**config.mk**
```make
export PLATFORM = sky130hd
export DESIGN_NAME = spi_mem_ctrl_flat
export DESIGN_NICKNAME = d
export VERILOG_FILES = /design/src/rtl/spi_pkg.sv /design/src/rtl/spi_mem_ctrl_if.sv /design/src/rtl/spi_mem_ram.sv /design/src/rtl/spi_mem_ctrl.sv /design/src/flat_wrapper.sv
export SDC_FILE = /design/constraint.sdc
export NUM_CORES = 2
export LEC_CHECK = 0
export ABC_AREA = 1
export CORE_AREA = 2 2 447 449
export CTS_BUF_LIST = sky130_fd_sc_hd__clkbuf_8 sky130_fd_sc_hd__clkbuf_16
export CTS_CLUSTER_DIAMETER = 30
export DETAILED_ROUTE_END_ITERATION = 12
export DIE_AREA = 0 0 449 451
export PLACE_DENSITY = 0.72
export SYNTH_ARGS = -nofsm -noshare
export SYNTH_HDL_FRONTEND = slang
export SYNTH_SLANG_ARGS = --single-unit
export TNS_END_PERCENT = 30
```
**constraint.sdc**
```tcl
create_clock -name clk -period 4.5 [get_ports clk]
set_input_delay 0.9 -clock clk [delete_from_list [all_inputs] [get_ports clk]]
set_output_delay 0.9 -clock clk [all_outputs]
set_load 0.02 [all_outputs]
```
**src/rtl/spi_pkg.sv**
```systemverilog
// Shared types and constants for the SPI memory wrapper: frame layout,
// command encoding and the controller state encoding.
package spi_pkg;

  localparam int FRAME_W = 10;
  localparam int DATA_W  = 8;

  // Command field, rx_data[9:8].
  typedef enum logic [1:0] {
    CMD_WR_ADDR = 2'b00,
    CMD_WR_DATA = 2'b01,
    CMD_RD_ADDR = 2'b10,
    CMD_RD_DATA = 2'b11
  } cmd_e;

  // Controller states; also exported on the interface for observation.
  typedef enum logic [1:0] {
    IDLE    = 2'b00,
    RD_WAIT = 2'b01,
    TX      = 2'b10
  } ctrl_state_e;

  // Command field of a frame.
  function automatic cmd_e frame_cmd(input logic [FRAME_W-1:0] frame);
    return cmd_e'(frame[FRAME_W-1:DATA_W]);
  endfunction

  // Payload field of a frame.
  function automatic logic [DATA_W-1:0] frame_payload(input logic [FRAME_W-1:0] frame);
    return frame[DATA_W-1:0];
  endfunction

endpackage

```
**src/rtl/spi_mem_ctrl_if.sv**
```systemverilog
// Bus between the SPI slave (master modport) and the memory controller
// (slave modport).
//
// Handshake: rx_valid is a one-cycle strobe; rx_data is a complete frame in
// that cycle. There is no ready: a frame arriving while busy is high is
// dropped and answered with a one-cycle cmd_err pulse. tx_valid is a level
// that stays high with tx_data stable until the next accepted frame.
// state mirrors the controller FSM for observation only.
interface spi_mem_ctrl_if;
  import spi_pkg::*;

  logic [FRAME_W-1:0] rx_data;
  logic               rx_valid;
  logic [DATA_W-1:0]  tx_data;
  logic               tx_valid;
  logic               busy;
  logic               cmd_err;
  ctrl_state_e        state;

  modport master (
    output rx_data, rx_valid,
    input  tx_data, tx_valid, busy, cmd_err, state
  );

  modport slave (
    input  rx_data, rx_valid,
    output tx_data, tx_valid, busy, cmd_err, state
  );

endinterface

```
**src/rtl/spi_mem_ram.sv**
```systemverilog
// Single-port memory: synchronous write, registered read (one cycle).
// Contents are not reset; dout holds its last read value while not enabled.
module spi_mem_ram #(
  parameter int ADDR_WIDTH = 8,
  parameter int DEPTH      = 256,
  parameter int DATA_W     = 8
) (
  input  logic                  clk,
  input  logic                  en_i,
  input  logic                  we_i,
  input  logic [ADDR_WIDTH-1:0] addr_i,
  input  logic [DATA_W-1:0]     din_i,
  output logic [DATA_W-1:0]     dout_o
);

  logic [DATA_W-1:0] mem_q [DEPTH];
  logic [DATA_W-1:0] dout_q;

  // One access per cycle: a write, or a read into the output register.
  always_ff @(posedge clk) begin
    if (en_i) begin
      if (we_i) begin
        mem_q[addr_i] <= din_i;
      end else begin
        dout_q <= mem_q[addr_i];
      end
    end
  end

  assign dout_o = dout_q;

endmodule

```
**src/rtl/spi_mem_ctrl.sv**
```systemverilog
// Command controller behind the SPI slave. Decodes 10-bit frames, keeps the
// write/read address registers, drives the single-port RAM and returns read
// data to the slave. A read is launched into the RAM in the accepting cycle,
// so the RAM output is ready to capture in the following RD_WAIT cycle.
module spi_mem_ctrl
  import spi_pkg::*;
#(
  parameter int ADDR_WIDTH = 8,
  parameter int MEM_DEPTH  = 256
) (
  input  logic          clk,
  input  logic          rst,
  spi_mem_ctrl_if.slave ctrl
);

  // Depth must match the address space exactly.
  if (MEM_DEPTH != (1 << ADDR_WIDTH)) begin : g_bad_depth
    $error("spi_mem_ctrl: MEM_DEPTH must equal 2**ADDR_WIDTH");
  end

  ctrl_state_e           state_q;
  logic [ADDR_WIDTH-1:0] wr_addr_q;
  logic [ADDR_WIDTH-1:0] rd_addr_q;
  logic [DATA_W-1:0]     tx_data_q;
  logic                  tx_valid_q;
  logic                  busy_q;
  logic                  cmd_err_q;

  cmd_e                  cmd;
  logic [DATA_W-1:0]     payload;
  logic [ADDR_WIDTH-1:0] payload_addr;
  logic                  accept;

  logic                  ram_en;
  logic                  ram_we;
  logic [ADDR_WIDTH-1:0] ram_addr;
  logic [DATA_W-1:0]     ram_dout;

  assign cmd          = frame_cmd(ctrl.rx_data);
  assign payload      = frame_payload(ctrl.rx_data);
  assign payload_addr = payload[ADDR_WIDTH-1:0];

  // Frames are taken in IDLE and TX; RD_WAIT drops them.
  assign accept = ctrl.rx_valid && (state_q != RD_WAIT);

  // RAM port: writes from WR_DATA, reads launched by RD_DATA; nothing under reset.
  always_comb begin
    ram_we   = 1'b0;
    ram_en   = 1'b0;
    ram_addr = rd_addr_q;
    if (accept && !rst) begin
      if (cmd == CMD_WR_DATA) begin
        ram_we   = 1'b1;
        ram_en   = 1'b1;
        ram_addr = wr_addr_q;
      end else if (cmd == CMD_RD_DATA) begin
        ram_en   = 1'b1;
      end
    end
  end

  spi_mem_ram #(
    .ADDR_WIDTH (ADDR_WIDTH),
    .DEPTH      (MEM_DEPTH),
    .DATA_W     (DATA_W)
  ) u_ram (
    .clk    (clk),
    .en_i   (ram_en),
    .we_i   (ram_we),
    .addr_i (ram_addr),
    .din_i  (payload),
    .dout_o (ram_dout)
  );

  // Address registers: loaded by WR_ADDR / RD_ADDR; upper payload bits ignored.
  always_ff @(posedge clk) begin
    if (rst) begin
      wr_addr_q <= '0;
      rd_addr_q <= '0;
    end else if (accept) begin
      if (cmd == CMD_WR_ADDR) begin
        wr_addr_q <= payload_addr;
      end
      if (cmd == CMD_RD_ADDR) begin
        rd_addr_q <= payload_addr;
      end
    end
  end

  // Controller FSM with registered outputs.
  always_ff @(posedge clk) begin
    if (rst) begin
      state_q    <= IDLE;
      tx_data_q  <= '0;
      tx_valid_q <= 1'b0;
      busy_q     <= 1'b0;
      cmd_err_q  <= 1'b0;
    end else begin
      cmd_err_q <= 1'b0;
      case (state_q)
        IDLE: begin
          if (accept && cmd == CMD_RD_DATA) begin
            state_q <= RD_WAIT;
            busy_q  <= 1'b1;
          end
        end
        RD_WAIT: begin
          tx_data_q  <= ram_dout;
          tx_valid_q <= 1'b1;
          busy_q     <= 1'b0;
          state_q    <= TX;
          if (ctrl.rx_valid) begin
            cmd_err_q <= 1'b1;
          end
        end
        TX: begin
          if (accept) begin
            tx_valid_q <= 1'b0;
            if (cmd == CMD_RD_DATA) begin
              state_q <= RD_WAIT;
              busy_q  <= 1'b1;
            end else begin
              state_q <= IDLE;
            end
          end
        end
        default: begin
          state_q    <= IDLE;
          tx_valid_q <= 1'b0;
          busy_q     <= 1'b0;
        end
      endcase
    end
  end

  assign ctrl.tx_data  = tx_data_q;
  assign ctrl.tx_valid = tx_valid_q;
  assign ctrl.busy     = busy_q;
  assign ctrl.cmd_err  = cmd_err_q;
  assign ctrl.state    = state_q;

  // RD_WAIT always lasts exactly one cycle.
  a_rd_wait_one: assert property (@(posedge clk) disable iff (rst)
    (state_q == RD_WAIT) |=> (state_q == TX));

  // busy is high exactly in RD_WAIT.
  a_busy_state: assert property (@(posedge clk) disable iff (rst)
    busy_q == (state_q == RD_WAIT));

  // Data is presented only from TX.
  a_tx_valid_state: assert property (@(posedge clk) disable iff (rst)
    tx_valid_q == (state_q == TX));

endmodule

```
**src/flat_wrapper.sv**
```systemverilog
// flat-port wrapper written by rule: the top's interface ports become plain ports
module spi_mem_ctrl_flat import spi_pkg::*;
#(
  parameter int ADDR_WIDTH = 8,
  parameter int MEM_DEPTH  = 256
)
  (clk, rst, ctrl_rx_data, ctrl_rx_valid, ctrl_tx_data, ctrl_tx_valid, ctrl_busy, ctrl_cmd_err, ctrl_state);
  spi_mem_ctrl_if ctrl_i ();
  input  logic clk;
  input  logic rst;
  input wire logic [$bits(ctrl_i.rx_data)-1:0] ctrl_rx_data;
  input wire logic [$bits(ctrl_i.rx_valid)-1:0] ctrl_rx_valid;
  output wire logic [$bits(ctrl_i.tx_data)-1:0] ctrl_tx_data;
  output wire logic [$bits(ctrl_i.tx_valid)-1:0] ctrl_tx_valid;
  output wire logic [$bits(ctrl_i.busy)-1:0] ctrl_busy;
  output wire logic [$bits(ctrl_i.cmd_err)-1:0] ctrl_cmd_err;
  output wire logic [$bits(ctrl_i.state)-1:0] ctrl_state;
  assign ctrl_i.rx_data = ctrl_rx_data;
  assign ctrl_i.rx_valid = ctrl_rx_valid;
  assign ctrl_tx_data = ctrl_i.tx_data;
  assign ctrl_tx_valid = ctrl_i.tx_valid;
  assign ctrl_busy = ctrl_i.busy;
  assign ctrl_cmd_err = ctrl_i.cmd_err;
  assign ctrl_state = ctrl_i.state;
  spi_mem_ctrl #(.ADDR_WIDTH(ADDR_WIDTH), .MEM_DEPTH(MEM_DEPTH)) u_core (.clk(clk), .rst(rst), .ctrl(ctrl_i));
endmodule
```
==> metrics.txt <==
status complete, no violations; Buf+Inv Stages, Crit Path 4; Net Switching 12.7 mW; Net Sw Frac a little under a quarter; Area Growth Syn to Fin 22.7%; Vias/cell between 5 and 6; largest net degree at the start of global routing roughly 130; dpl cell area between 0.09 and 0.1 mm2; reg2reg setup slack between 0.3 and 0.4 ns; Die Area between 0.2 and 0.25 mm2; first-pass GRT wire length ~380000 um; Worst-Margin Slew around 1.1 ns; Yosys cell types 27; clock tree sinks approximately 2.1k; Longest Clk Path Bufs 4; share of total power in the clock network between 50% and 60%; Main synth FF type edfxtp_1; Routed WL around 250000 um; Synth warnings 0; worst-path cell chain inv_2 > nand2_2 > inv_1 > nor2_1 > nand2_8 > nand2_8 > inv_16 > buf_12 > nand2_1 > nand2_1 > nand2_1 > nand2_1 > nand2_1 > nand2_1 > o21ai_1 > nand2_1 > nor2_1 > nor2_1 > nor2_1 > nand2_1; pwr dens 511 mW/mm2; Max-Cap Viols 0; Placeable Area 0.198 mm2; Worst EP arrival approximately 4.8 ns; Post-synth top cells 4975 x nand2_1, 2056 x edfxtp_1, 517 x nand3_1; I/O Pins 26; Worst EP required about 5.2 ns; final core occ around 55%; DRT Pass-1 Iters 6; row count 164; Filler cells between 15k and 20k; Reg power frac around 39%; worst min path class in -> reg; Post-synth EDFFs between 2k and 2.5k; Starting Density between 40% and 50%; Placed Cells ~11k; Final Instance Count excl. Fillers between 10k and 15k; critical path's most frequent cell nand2_1; Worst-Skew Late Latency 0.98 ns; drc violations 0; Post-CTS Resized 0; number of global-route vias before repair about 65k; leading area contributor after synthesis edfxtp_1; total CTS buffers approximately 400; routability cong. between 0.9 and 1; cell family contributing the most delay on the critical path simple AND/OR/NAND/NOR gates; clk_skew 0.0640 ns; Setup violations, final 0; final setup margin around 0.32 ns; critical path fanouts, max about 70; syn_nets between 8k and 9k; TritonCTS clock tree done; Mapped Area 0.0887 mm2; Synth Instances between 8k and 9k; clock slew at reported path FFs around 0.050 ns; root buffer cell clkbuf_16; Die X 449 um; Cell Int Power approximately 43 mW; Lkg Pwr around 45 nW; wire per inst 20.8 um; nets 9172; logic gate share of total power ~6.6%; number of port buffers 25; Syn Area/Cell 10.2 um2; Max IR drop VDD about 0.38 mV; top cells by area, synth edfxtp_1 70%, nand2_1 21%, nand3_1 2.9%, nor2_1 1.6%, buf_2 1.4%; maximum clock frequency 239 MHz; hpwl dp between 100000 and 150000 um; WHS 0.415 ns; DRT antenna net count 0; Final TNS setup 0 ns; Max transition margin between 20% and 30%; sequential element share of the synthesized area 70.3%; synthesis-stage register bit count roughly 2.1k; via count 65.5k; grt total ovfl 0; crit path capture type flop; total power approximately 56 mW; Final Hold Viols 0; CP Launch Type flop; fin crit period around 4.2 ns; share of layout cells above drive strength 1 between 10% and 20%; Die H roughly 450 um; initial drt markers between 8k and 9k; Placement Setup Slack -0.268 ns; GR Util All Layers between 20% and 30%; Slowest cell on crit path nor2_1; ys async rst share 0%; H-tree Lvls 5; Max Slew Vio Count 0; fin area 0.109 mm2; most frequent cell after synthesis nand2_1; setup repair bufs after CTS 0; Final period util between 90% and 100%; Setup CP Type reg -> reg; initial antenna violation count 6; RSZ-0062 raised after global routing no; crit-path max cell delay ~0.49 ns; # hold bufs at CTS 0; Yosys top cell area share 69.6%
[power by group through the flow]
stage | Sequential [mW] | Clock [mW] | Combinational [mW]
after global placement | 21.8 | 0 | 3.53
after CTS | 21.4 | 30.7 | 3.63
after floorplan | 21.8 | 0 | 2.09
after global routing | 21.4 | 31.6 | 4.02
after detailed placement | 21.8 | 0 | 3.57
final | 21.4 | 30.5 | 3.69
[layer usage]
metal / track usage (%) / share of wire, % / vias to the layer above
li1: - / - / 29700
met4: 13.1 / 5.3 / 6
met1: 30.6 / 37 / 31300
met5: 0 / 0.017 / -
met3: 5.84 / 11 / 703
met2: 39.1 / 47 / 3762
[path summary, 6_finish.rpt]
check / from / to / depth (start not counted)
worst max-delay path: u_core.ctrl.state[1]$_SDFFE_PP0P_ / u_core.u_ram.dout_o[4]$_DFFE_PP_ / 20
worst min-delay path: ctrl_rx_data[3] / u_core.u_ram.mem_q[48][3]$_DFFE_PP_ / 1
worst max register to register: u_core.ctrl.state[1]$_SDFFE_PP0P_ / u_core.u_ram.dout_o[4]$_DFFE_PP_ / 20
worst min register to register: u_core.wr_addr_q[7]$_SDFFE_PP0P_ / u_core.wr_addr_q[7]$_SDFFE_PP0P_ / 2
[kinds of logic after synthesis]
| logic type | count (synthesis) | share of synthesized area, % |
|---|---|---|
| and+or+nand+nor | 5910 | 25.9 |
| DFF | 2085 | 70.3 |
| buffers and inverters | 557 | 2.84 |
| AOI/OAI and AO/OA | 172 | 1.02 |
[worst reg2reg max path: stages, from the launching register on]
cell     delay, ns
dfxtp_1       0.36
inv_2         0.06
nand2_2       0.19
inv_1         0.23
nor2_1        0.34
nand2_8       0.20
nand2_8       0.27
inv_16        0.18
buf_12        0.27
nand2_1       0.19
nand2_1       0.06
nand2_1       0.05
nand2_1       0.05
nand2_1       0.05
nand2_1       0.10
o21ai_1       0.29
nand2_1       0.23
nor2_1        0.15
nor2_1        0.05
nor2_1        0.49
nand2_1       0.12
[registers in the layout, summed over array words and instances, names as in the netlist]
register,cells
u_core.ctrl.busy,1
u_core.ctrl.cmd_err,1
u_core.ctrl.state,2
u_core.ctrl.tx_data,8
u_core.ctrl.tx_valid,1
u_core.rd_addr_q,8
u_core.u_ram.dout_o,8
u_core.u_ram.mem_q,2048
u_core.wr_addr_q,8
[layout by cell type (no fill, tap or decap), types with 3 or more instances in the layout]
| cell type | netlist | layout |
|---|---|---|
| nand2_1 | 4975 | 4975 |
| edfxtp_1 | 2056 | 2056 |
| nand3_1 | 517 | 517 |
| buf_4 | 16 | 425 |
| clkbuf_16 | 0 | 412 |
| nor2_1 | 388 | 388 |
| o21ai_1 | 114 | 114 |
| buf_12 | 0 | 82 |
| inv_1 | 35 | 70 |
| bufinv_16 | 0 | 67 |
| clkinv_2 | 0 | 57 |
| clkinv_1 | 1 | 44 |
| clkinvlp_4 | 0 | 44 |
| o21ai_0 | 38 | 38 |
| inv_6 | 0 | 34 |
| dfxtp_1 | 29 | 29 |
| clkinv_4 | 0 | 27 |
| inv_2 | 18 | 17 |
| clkdlybuf4s50_1 | 0 | 17 |
| a21oi_1 | 12 | 12 |
| nand2_2 | 12 | 10 |
| nor2_4 | 7 | 8 |
| nor2_2 | 9 | 8 |
| buf_8 | 0 | 8 |
| inv_8 | 0 | 6 |
| diode_2 | 0 | 5 |
| nand2_8 | 0 | 3 |
| o21ai_4 | 2 | 3 |
| inv_16 | 0 | 3 |
[area by class of cell]
cell class                 count  area (um2)  area share, %
timing repair buffer         532        5120           4.71
sequential                  2085       62300           57.3
multi-input combinational   6082       23900           22.0
clock inverter               317        3590           3.30
clock buffer                 413       10300           9.49
tap                         2656        3320           3.05
inverter                      55         230          0.212
antenna                        5        12.5         0.0115
No activity file was read; power rests on OpenSTA's default activity.
